===== config.mk =====
export PLATFORM = sky130hd
export DESIGN_NAME = cache_block_xfer_seq
export DESIGN_NICKNAME = d
export VERILOG_FILES = /design/src/rtl/cache_pkg.sv /design/src/rtl/line_word_mux.sv /design/src/rtl/cache_block_xfer_seq.sv
export SDC_FILE = /design/constraint.sdc
export NUM_CORES = 2
export LEC_CHECK = 0
export CORE_AREA = 2 2 475 477
export CTS_BUF_LIST = sky130_fd_sc_hd__clkbuf_8
export DETAILED_ROUTE_END_ITERATION = 10
export DIE_AREA = 0 0 477 479
export GPL_TIMING_DRIVEN = 0
export PLACE_DENSITY_LB_ADDON = 0.3
export SLEW_MARGIN = 20
export SYNTH_ARGS = -nofsm -noshare
export SYNTH_HDL_FRONTEND = slang
export SYNTH_HIERARCHICAL = 1
export SYNTH_SLANG_ARGS = --single-unit
export TNS_END_PERCENT = 10

===== constraint.sdc =====
create_clock -name clk -period 5.4 [get_ports clk]
set_clock_uncertainty 0.05 [all_clocks]
set_input_delay 0.81 -clock clk [delete_from_list [all_inputs] [get_ports clk]]
set_output_delay 0.81 -clock clk [all_outputs]
set_load 0.005 [all_outputs]

===== src/rtl/cache_pkg.sv =====
// Shared sizes and sequencer state encoding for the cache line transfer path.
package cache_pkg;
    localparam int LINE_W     = 512;
    localparam int WORD_W     = 32;
    localparam int ADDR_W     = 32;
    localparam int BEATS      = LINE_W / WORD_W;
    localparam int OFFSET_W   = 6;
    localparam int WORD_IDX_W = 4;
    localparam int WORD_LSB_W = $clog2(WORD_W);

    localparam logic [WORD_IDX_W-1:0] LAST_BEAT = WORD_IDX_W'(BEATS - 1);

    typedef enum logic [1:0] {
        IDLE = 2'd0,
        WB   = 2'd1,
        FILL = 2'd2,
        DONE = 2'd3
    } xfer_state_e;
endpackage


===== src/rtl/line_word_mux.sv =====
// Picks one 32-bit word out of a 512-bit cache line.
module line_word_mux
    import cache_pkg::*;
(
    input  logic [LINE_W-1:0]     line,
    input  logic [WORD_IDX_W-1:0] idx,
    output logic [WORD_W-1:0]     word
);
    assign word = line[{idx, {WORD_LSB_W{1'b0}}} +: WORD_W];
endmodule


===== src/rtl/cache_block_xfer_seq.sv =====
// Sequences a 64-byte write-back and/or refill as 16 single-word bus beats.
// CACHE_XFER_CRITICAL_WORD_FIRST_EN: refill starts at the requested word and pulses early_valid.
module cache_block_xfer_seq
    import cache_pkg::*;
(
    input  logic              clk,
    input  logic              rst_b,
    input  logic              req_read,
    input  logic              req_write,
    input  logic [ADDR_W-1:0] fill_addr,
    input  logic [ADDR_W-1:0] wb_addr,
    input  logic [LINE_W-1:0] wb_data,
    output logic [LINE_W-1:0] fill_data,
    output logic              busy,
    output logic              done,
    output logic [WORD_W-1:0] early_word,
    output logic              early_valid,
    output logic              bus_req,
    output logic              bus_we,
    output logic [ADDR_W-1:0] bus_addr,
    output logic [WORD_W-1:0] bus_wdata,
    input  logic [WORD_W-1:0] bus_rdata,
    input  logic              bus_ack,
    output logic [1:0]        state_dbg
);
    xfer_state_e                  state;
    logic [WORD_IDX_W-1:0]        cnt;
    logic [WORD_IDX_W-1:0]        start_q;
    logic [WORD_IDX_W-1:0]        start;
    logic [WORD_IDX_W-1:0]        idx;
    logic [ADDR_W-OFFSET_W-1:0]   fill_line_q;
    logic [ADDR_W-OFFSET_W-1:0]   wb_line_q;
    logic [LINE_W-1:0]            wb_data_q;
    logic                         rd_q;
    logic [WORD_W-1:0]            wb_word;
    logic                         unused_addr_bits;

`ifdef CACHE_XFER_CRITICAL_WORD_FIRST_EN
    assign start = start_q;
`else
    assign start       = '0;
    assign early_valid = 1'b0;
    assign early_word  = '0;
`endif

    assign idx       = start + cnt;
    assign busy      = (state != IDLE);
    assign state_dbg = state;
    assign unused_addr_bits = ^{fill_addr[1:0], wb_addr[OFFSET_W-1:0], start_q};

    line_word_mux u_wb_mux (
        .line (wb_data_q),
        .idx  (cnt),
        .word (wb_word)
    );

    // Beat address/data derive from registers that only move on an ack,
    // so they stay stable across any number of stall cycles.
    always_comb begin
        bus_we    = 1'b0;
        bus_addr  = '0;
        bus_wdata = '0;
        case (state)
            WB: begin
                bus_we    = 1'b1;
                bus_addr  = {wb_line_q, cnt, 2'b00};
                bus_wdata = wb_word;
            end
            FILL:    bus_addr = {fill_line_q, idx, 2'b00};
            default: ;
        endcase
    end

    always_ff @(posedge clk or negedge rst_b) begin
        if (!rst_b) begin
            state       <= IDLE;
            cnt         <= '0;
            start_q     <= '0;
            fill_line_q <= '0;
            wb_line_q   <= '0;
            wb_data_q   <= '0;
            rd_q        <= 1'b0;
            fill_data   <= '0;
            done        <= 1'b0;
            bus_req     <= 1'b0;
`ifdef CACHE_XFER_CRITICAL_WORD_FIRST_EN
            early_valid <= 1'b0;
            early_word  <= '0;
`endif
        end else begin
            done <= 1'b0;
`ifdef CACHE_XFER_CRITICAL_WORD_FIRST_EN
            early_valid <= 1'b0;
`endif
            case (state)
                IDLE: begin
                    if (req_write || req_read) begin
                        fill_line_q <= fill_addr[ADDR_W-1:OFFSET_W];
                        start_q     <= fill_addr[OFFSET_W-1:2];
                        wb_line_q   <= wb_addr[ADDR_W-1:OFFSET_W];
                        wb_data_q   <= wb_data;
                        rd_q        <= req_read;
                        cnt         <= '0;
                        state       <= req_write ? WB : FILL;
                    end
                end
                WB: begin
                    if (!bus_req) begin
                        bus_req <= 1'b1;
                    end else if (bus_ack) begin
                        cnt <= cnt + 4'd1;
                        if (cnt == LAST_BEAT) begin
                            // bus_req stays up into FILL so the refill follows without a gap
                            if (rd_q) begin
                                state <= FILL;
                            end else begin
                                state   <= DONE;
                                bus_req <= 1'b0;
                                done    <= 1'b1;
                            end
                        end
                    end
                end
                FILL: begin
                    if (!bus_req) begin
                        bus_req <= 1'b1;
                    end else if (bus_ack) begin
                        fill_data[{idx, {WORD_LSB_W{1'b0}}} +: WORD_W] <= bus_rdata;
                        cnt <= cnt + 4'd1;
`ifdef CACHE_XFER_CRITICAL_WORD_FIRST_EN
                        if (cnt == '0) begin
                            early_valid <= 1'b1;
                            early_word  <= bus_rdata;
                        end
`endif
                        if (cnt == LAST_BEAT) begin
                            state   <= DONE;
                            bus_req <= 1'b0;
                            done    <= 1'b1;
                        end
                    end
                end
                DONE:    state <= IDLE;
                default: state <= IDLE;
            endcase
        end
    end
endmodule


* Word level (Yosys, flattened, before mapping) *
Cells that the tools add are included.

word-level totals
  logic and storage cells = 71
  register bits after elaboration = 1,085
  input bits = 613
  output and inout port bits = 615

cells by class
  reduce and logical (&&, ||, !) cells = 10
  add/sub/neg operators = 2
  shifts and indexed selects = 3
  eq/ne operators = 13
  multiplexer cells = 34

operator list
  cell                                                      count
  bitwise mux 512 bit                                       1
  variable shift 32 x 11 -> 512 bit (first input constant)  1
  variable part select 32 x 11 -> 512 bit                   1
  variable part select 512 x 10 -> 32 bit                   1
  one-hot mux 32 bit (2 select lines)                       1
  2-to-1 mux 32 bit                                         1
  2-to-1 mux 1 bit                                          16
  2-to-1 mux 2 bit                                          8
  inequality test 2 bit (second input constant)             7
  2-to-1 mux 4 bit                                          3
  negation 9 -> 11 bit                                      1
  one-hot mux 2 bit (4 select lines)                        1
  one-hot mux 4 bit (2 select lines)                        1
  AND reduction 7 bit                                       1
  nonzero test 2 bit                                        3
  adder 4 x 1 -> 4 bit (second input constant)              1
  equality test 2 bit (second input constant)               2
  equality test 4 bit (second input constant)               1
  inequality test 2 x 1 -> 1 bit (second input constant)    2
  one-hot mux 1 bit (2 select lines)                        2
  AND reduction 4 bit                                       1
  AND reduction 3 bit                                       1
  equality test 2 x 1 -> 1 bit (second input constant)      1
  zero test 2 bit                                           1
  3 further kinds                                           3

* Depth between registers and ports, before layout *
  depth in word-level cells = 5
  gate-level depth with buffers = 12
  mapped depth without buffers = 6

* Modules after synthesis *
Netlist, hierarchy kept.

by module, submodules not included
  module                instances  area an instance (µm²)  cells each  seq. area each (µm²)
  cache_block_xfer_seq  1          42,150.4                2,853       27,151.0
  line_word_mux         1          3,728.6                 271         0.0

* Least setup slack after synthesis *
OpenSTA, ideal clock, no wires.

  kind = register to register
  start = register cnt[0]
  end = register fill_data[204]
  data required time = 5.225 ns
  path slack = 2.404 ns
  clock period less this slack = 2.996 ns
  library setup time = 0.125 ns
  cell stages (with the launch flop) = 12
  data arrival time = 2.821 ns
  buffers on the path = 5
  cells stage by stage = dfrtp_1 > buf_2 > clkbuf_1 > clkbuf_1 > inv_1 > ha_1 > nor2b_1 > o21bai_1 > and4_1 > buf_2 > buf_4 > mux2_2

on the way
  word-level cells in the longest chain between the ends = 3
  elaborated cells between the ends (all ways) = 4
  those cells by class = 1 x add/sub; 2 x shift; 1 x mux

ends and longest elaborated chain
  item                                                                                                 line                         source
  start, declared                                                                                      cache_block_xfer_seq.sv:27   logic [WORD_IDX_W-1:0] cnt;
  start signal, assigned                                                                               cache_block_xfer_seq.sv:111  cnt <= cnt + 4'd1;
  start signal, assigned                                                                               cache_block_xfer_seq.sv:129  cnt <= cnt + 4'd1;
  negation 9 -> 11 bit (*)                                                                             cache_block_xfer_seq.sv:128  fill_data[{idx, {WORD_LSB_W{1'b0}}} +: WORD_W] <= bus_rdata;
  variable part select 32 x 11 -> 512 bit / variable shift 32 x 11 -> 512 bit (equally long branches)  cache_block_xfer_seq.sv:128
  bitwise mux 512 bit (*)                                                                              cache_block_xfer_seq.sv:128
  end signal, assigned by index                                                                        cache_block_xfer_seq.sv:128
  end, declared                                                                                        cache_block_xfer_seq.sv:13   output logic [LINE_W-1:0] fill_data,

Every way passes the cells marked *; elsewhere a longest branch is shown, timed or not.
A chain may end at the register's enable or synchronous reset.

* Worst setup path after layout *
  start = register cnt[0]
  end = output bus_wdata[20]

on the way
  word-level cells in the longest chain between the ends = 2

ends and longest elaborated chain
  item                                     line                        source
  variable part select 512 x 10 -> 32 bit  line_word_mux.sv:9          assign word = line[{idx, {WORD_LSB_W{1'b0}}} +: WORD_W];
  named net wb_word[20]                    cache_block_xfer_seq.sv:35  logic [WORD_W-1:0] wb_word;
  2-to-1 mux 32 bit                        cache_block_xfer_seq.sv:63  case (state)
  end, declared                            cache_block_xfer_seq.sv:21  output logic [WORD_W-1:0] bus_wdata,

The timed path passes the listed nets, and every way through them passes these cells.

==> key figures <==
Worst setup path
  • RR Endpoint: fill_data[372]
  • CP Launch Type: register
  • Required time worst endpoint: 4.54 ns
  • Worst r2r path cells: 12
  • Worst R2R Start: cnt[0]
  • R2R Setup Slk: 0.43 ns
  • Worst EP arrival: between 4 and 5 ns
  • Launch point of the worst path: cnt[0]
  • CP max FO: 10
  • Crit Path Class: reg -> out
  • Crit end category: output port

STA
  • Clock period minus worst slack: 5.22 ns
  • Worst Tran Pin Value: 1.11 ns
  • Final setup vio count: 0
  • Final Hold Viols: 0
  • RSZ-0062 raised after global routing: false
  • Max-slew violations: 0
  • Final Hold Slack: 0.230 ns
  • Slew Limit Headroom: 25.9%
  • Final worst slack: 0.177 ns
  • Fin crit share: 96.7%
  • FMAX: 191 MHz

Floorplanning
  • Full die area: 228000 um2
  • Die X-Extent: 477 um
  • Starting Density: about 21%
  • Boundary pin count: 1228
  • Die height: 479 um
  • Core area: 224000 um2
  • Row count: between 150 and 200

Placed design
  • Setup Slack @ Placement: -0.0327 ns
  • Hpwl dp: 178000 um
  • Placed inst area: between 60000 and 70000 um2
  • RePlAce Congestion: 1.00
  • Port Buffer Count: 1180
  • Placed Cells: 7341

Global routing
  • GRT Overall Usage: 19.1%
  • Largest net degree at the start of global routing: about 140
  • Aggregate global routing overflow: 0
  • First-pass GRT wire length: 301000 um
  • Vias in the first global route: about 35000
  • Initial antenna violation count: 79

Finish
  • Share of layout cells above drive strength 1: around 32%
  • Commonest non-fill, non-tap cell in the layout: clkdlybuf4s50_1
  • Post-Route Utilization: around 30%
  • Post-route cell area: 66400 um2
  • # fillers: 23000
  • Layout Nets: 5170
  • Area grow syn2layout: 44.6%
  • Most frequent cells in the layout: clkdlybuf4s50_1 (1179), dfrtp_1 (1084), mux2_2 (862)
  • Non-Filler Instances: 7728

Power
  • Maximum vdd drop: between 0.2 and 0.3 mV
  • Pwr per Cell Area: ~570 nW/um2
  • Lkg Pwr: 28.1 nW

Yosys
  • Avg Synthesized Cell Area: 14.7 um2
  • Synth warn: 6
  • Post-synth EDFFs: 0
  • Synthesized netlist cell count: 3124
  • #FFs+latches synth: around 1100
  • Main synth FF type: dfrtp_1
  • Ys async rst share: 100%
  • Yosys cell types: 50
  • Register area share after synthesis: roughly three fifths
  • Synthesized cell area: 45900 um2

Routing
  • Final WL: 223000 um
  • WL per Instance: 28.9 um
  • Initial DRC Count: 1560
  • Initial DRT Pass Iterations: 7
  • DRT antenna net count: 0
  • DRC: 0
  • DR vias/cell: 4.25
  • Via Count: between 30000 and 40000

Flow run
  • Max-capacitance violation count: 0

Clocking
  • Clock Latency Late Sink: 0.94 ns
  • Clock buffer depth: 3
  • Clock sink total: between 1000 and 1500
  • CTS tree: built
  • CTS Buf Count: 198
  • CTS clock-pin slew for the worst setup and hold paths: about 0.06 ns
  • Root Buffer: clkbuf_8
  • Setup bufs post-CTS: 0
  • H-Tree Depth: 4

Run status
  • Status: complete, no violations

Hold path
  • Worst Hold Class: in -> async
cell type report:
type                            count  area, um2  area share [%]
Sequential cell                  1085      27200            40.9
Inverter                            6       22.5          0.0339
Tap cell                         2992       3740            5.64
Antenna cell                       36       90.1           0.136
Clock buffer                      251       3450            5.21
Clock inverter                     99        786            1.18
Timing Repair Buffer             1192      12100            18.3
Multi-Input combinational cell   1788      17500            26.3
Buffer                            279       1530            2.30
per-stage QoR:
step	total power (W)	setup TNS, ns
detailed placement	0.0296	-0.0685
floorplan	0.0209	0
global route	0.0396	0
global placement	0.0295	-
finish	0.0376	0
CTS	0.0383	0
layer usage:
metal  GRT usage [%]  share of wire (%)
met5               0               0.21
met4            6.87                3.8
met3            6.68                7.8
met2            34.8                 52
met1            20.1                 36
critical path, stage by stage (launching register included):
cell and delay, ns:
dfrtp_2 0.53, buf_6 0.29, buf_6 0.30, mux4_2 0.68, a22oi_2 0.64, nand2_1 0.12
and2_1 0.25, clkdlybuf4s50_1 0.51
cell families after synthesis:
kind of cell    count (synthesis)  share of synthesized area (%)
flops                        1085                           59.2
mux                          1062                           29.2
simple gates                  427                           4.55
buf+inv                       285                           3.20
compound gates                256                           3.65
fa+ha+maj                       7                          0.191
other cells                     1                        0.00817
xor+xnor                        1                         0.0191
synth_stat cells (all sizes together) (6+ instances only):
cell type | instances | share of area, %
nor2b | 6 | 0.082
nand3 | 26 | 0.28
inv | 6 | 0.049
nand2 | 230 | 1.9
o21ai | 131 | 1.5
ha | 7 | 0.19
a22oi | 90 | 1.5
o2bb2ai | 19 | 0.36
dfrtp | 1085 | 59
and3 | 33 | 0.45
buf | 162 | 2.2
nor2 | 39 | 0.35
mux4 | 128 | 6.3
clkbuf | 117 | 0.96
mux2 | 931 | 23
nand4 | 7 | 0.27
and2 | 68 | 0.93
how the worst max path moves through the flow:
stage	to	cells after the start	slack [ns]
after floorplan	fill_data[204]	11	2.40
after global placement	fill_data[196]	1	-49.13
after detailed placement	fill_data[502]	12	-0.03
after CTS	bus_wdata[29]	7	0.003
after global routing	bus_wdata[6]	7	0.04
final	bus_wdata[20]	7	0.18
flip-flops by register name, summed over array words and instances, names as in the netlist:
register / cells
bus_req: 1
cnt: 4
fill_line_q: 26
rd_q: 1
fill_data: 512
done: 1
wb_data_q: 512
state_dbg: 2
wb_line_q: 26
repair_timing:
action,CTS,global route
hold endpoints to repair,247,0
setup endpoints to repair,72,2
pin swaps,2,0
cloned,0,0
resized for setup,33,4
hold buffers,1,0
report_power, final:
group | internal [W] | switching (W)
clock network | 0.00448 | 0.00391
registers | 0.0115 | 0.00197
logic | 0.00810 | 0.00765
No activity file was read; power rests on OpenSTA's default activity.
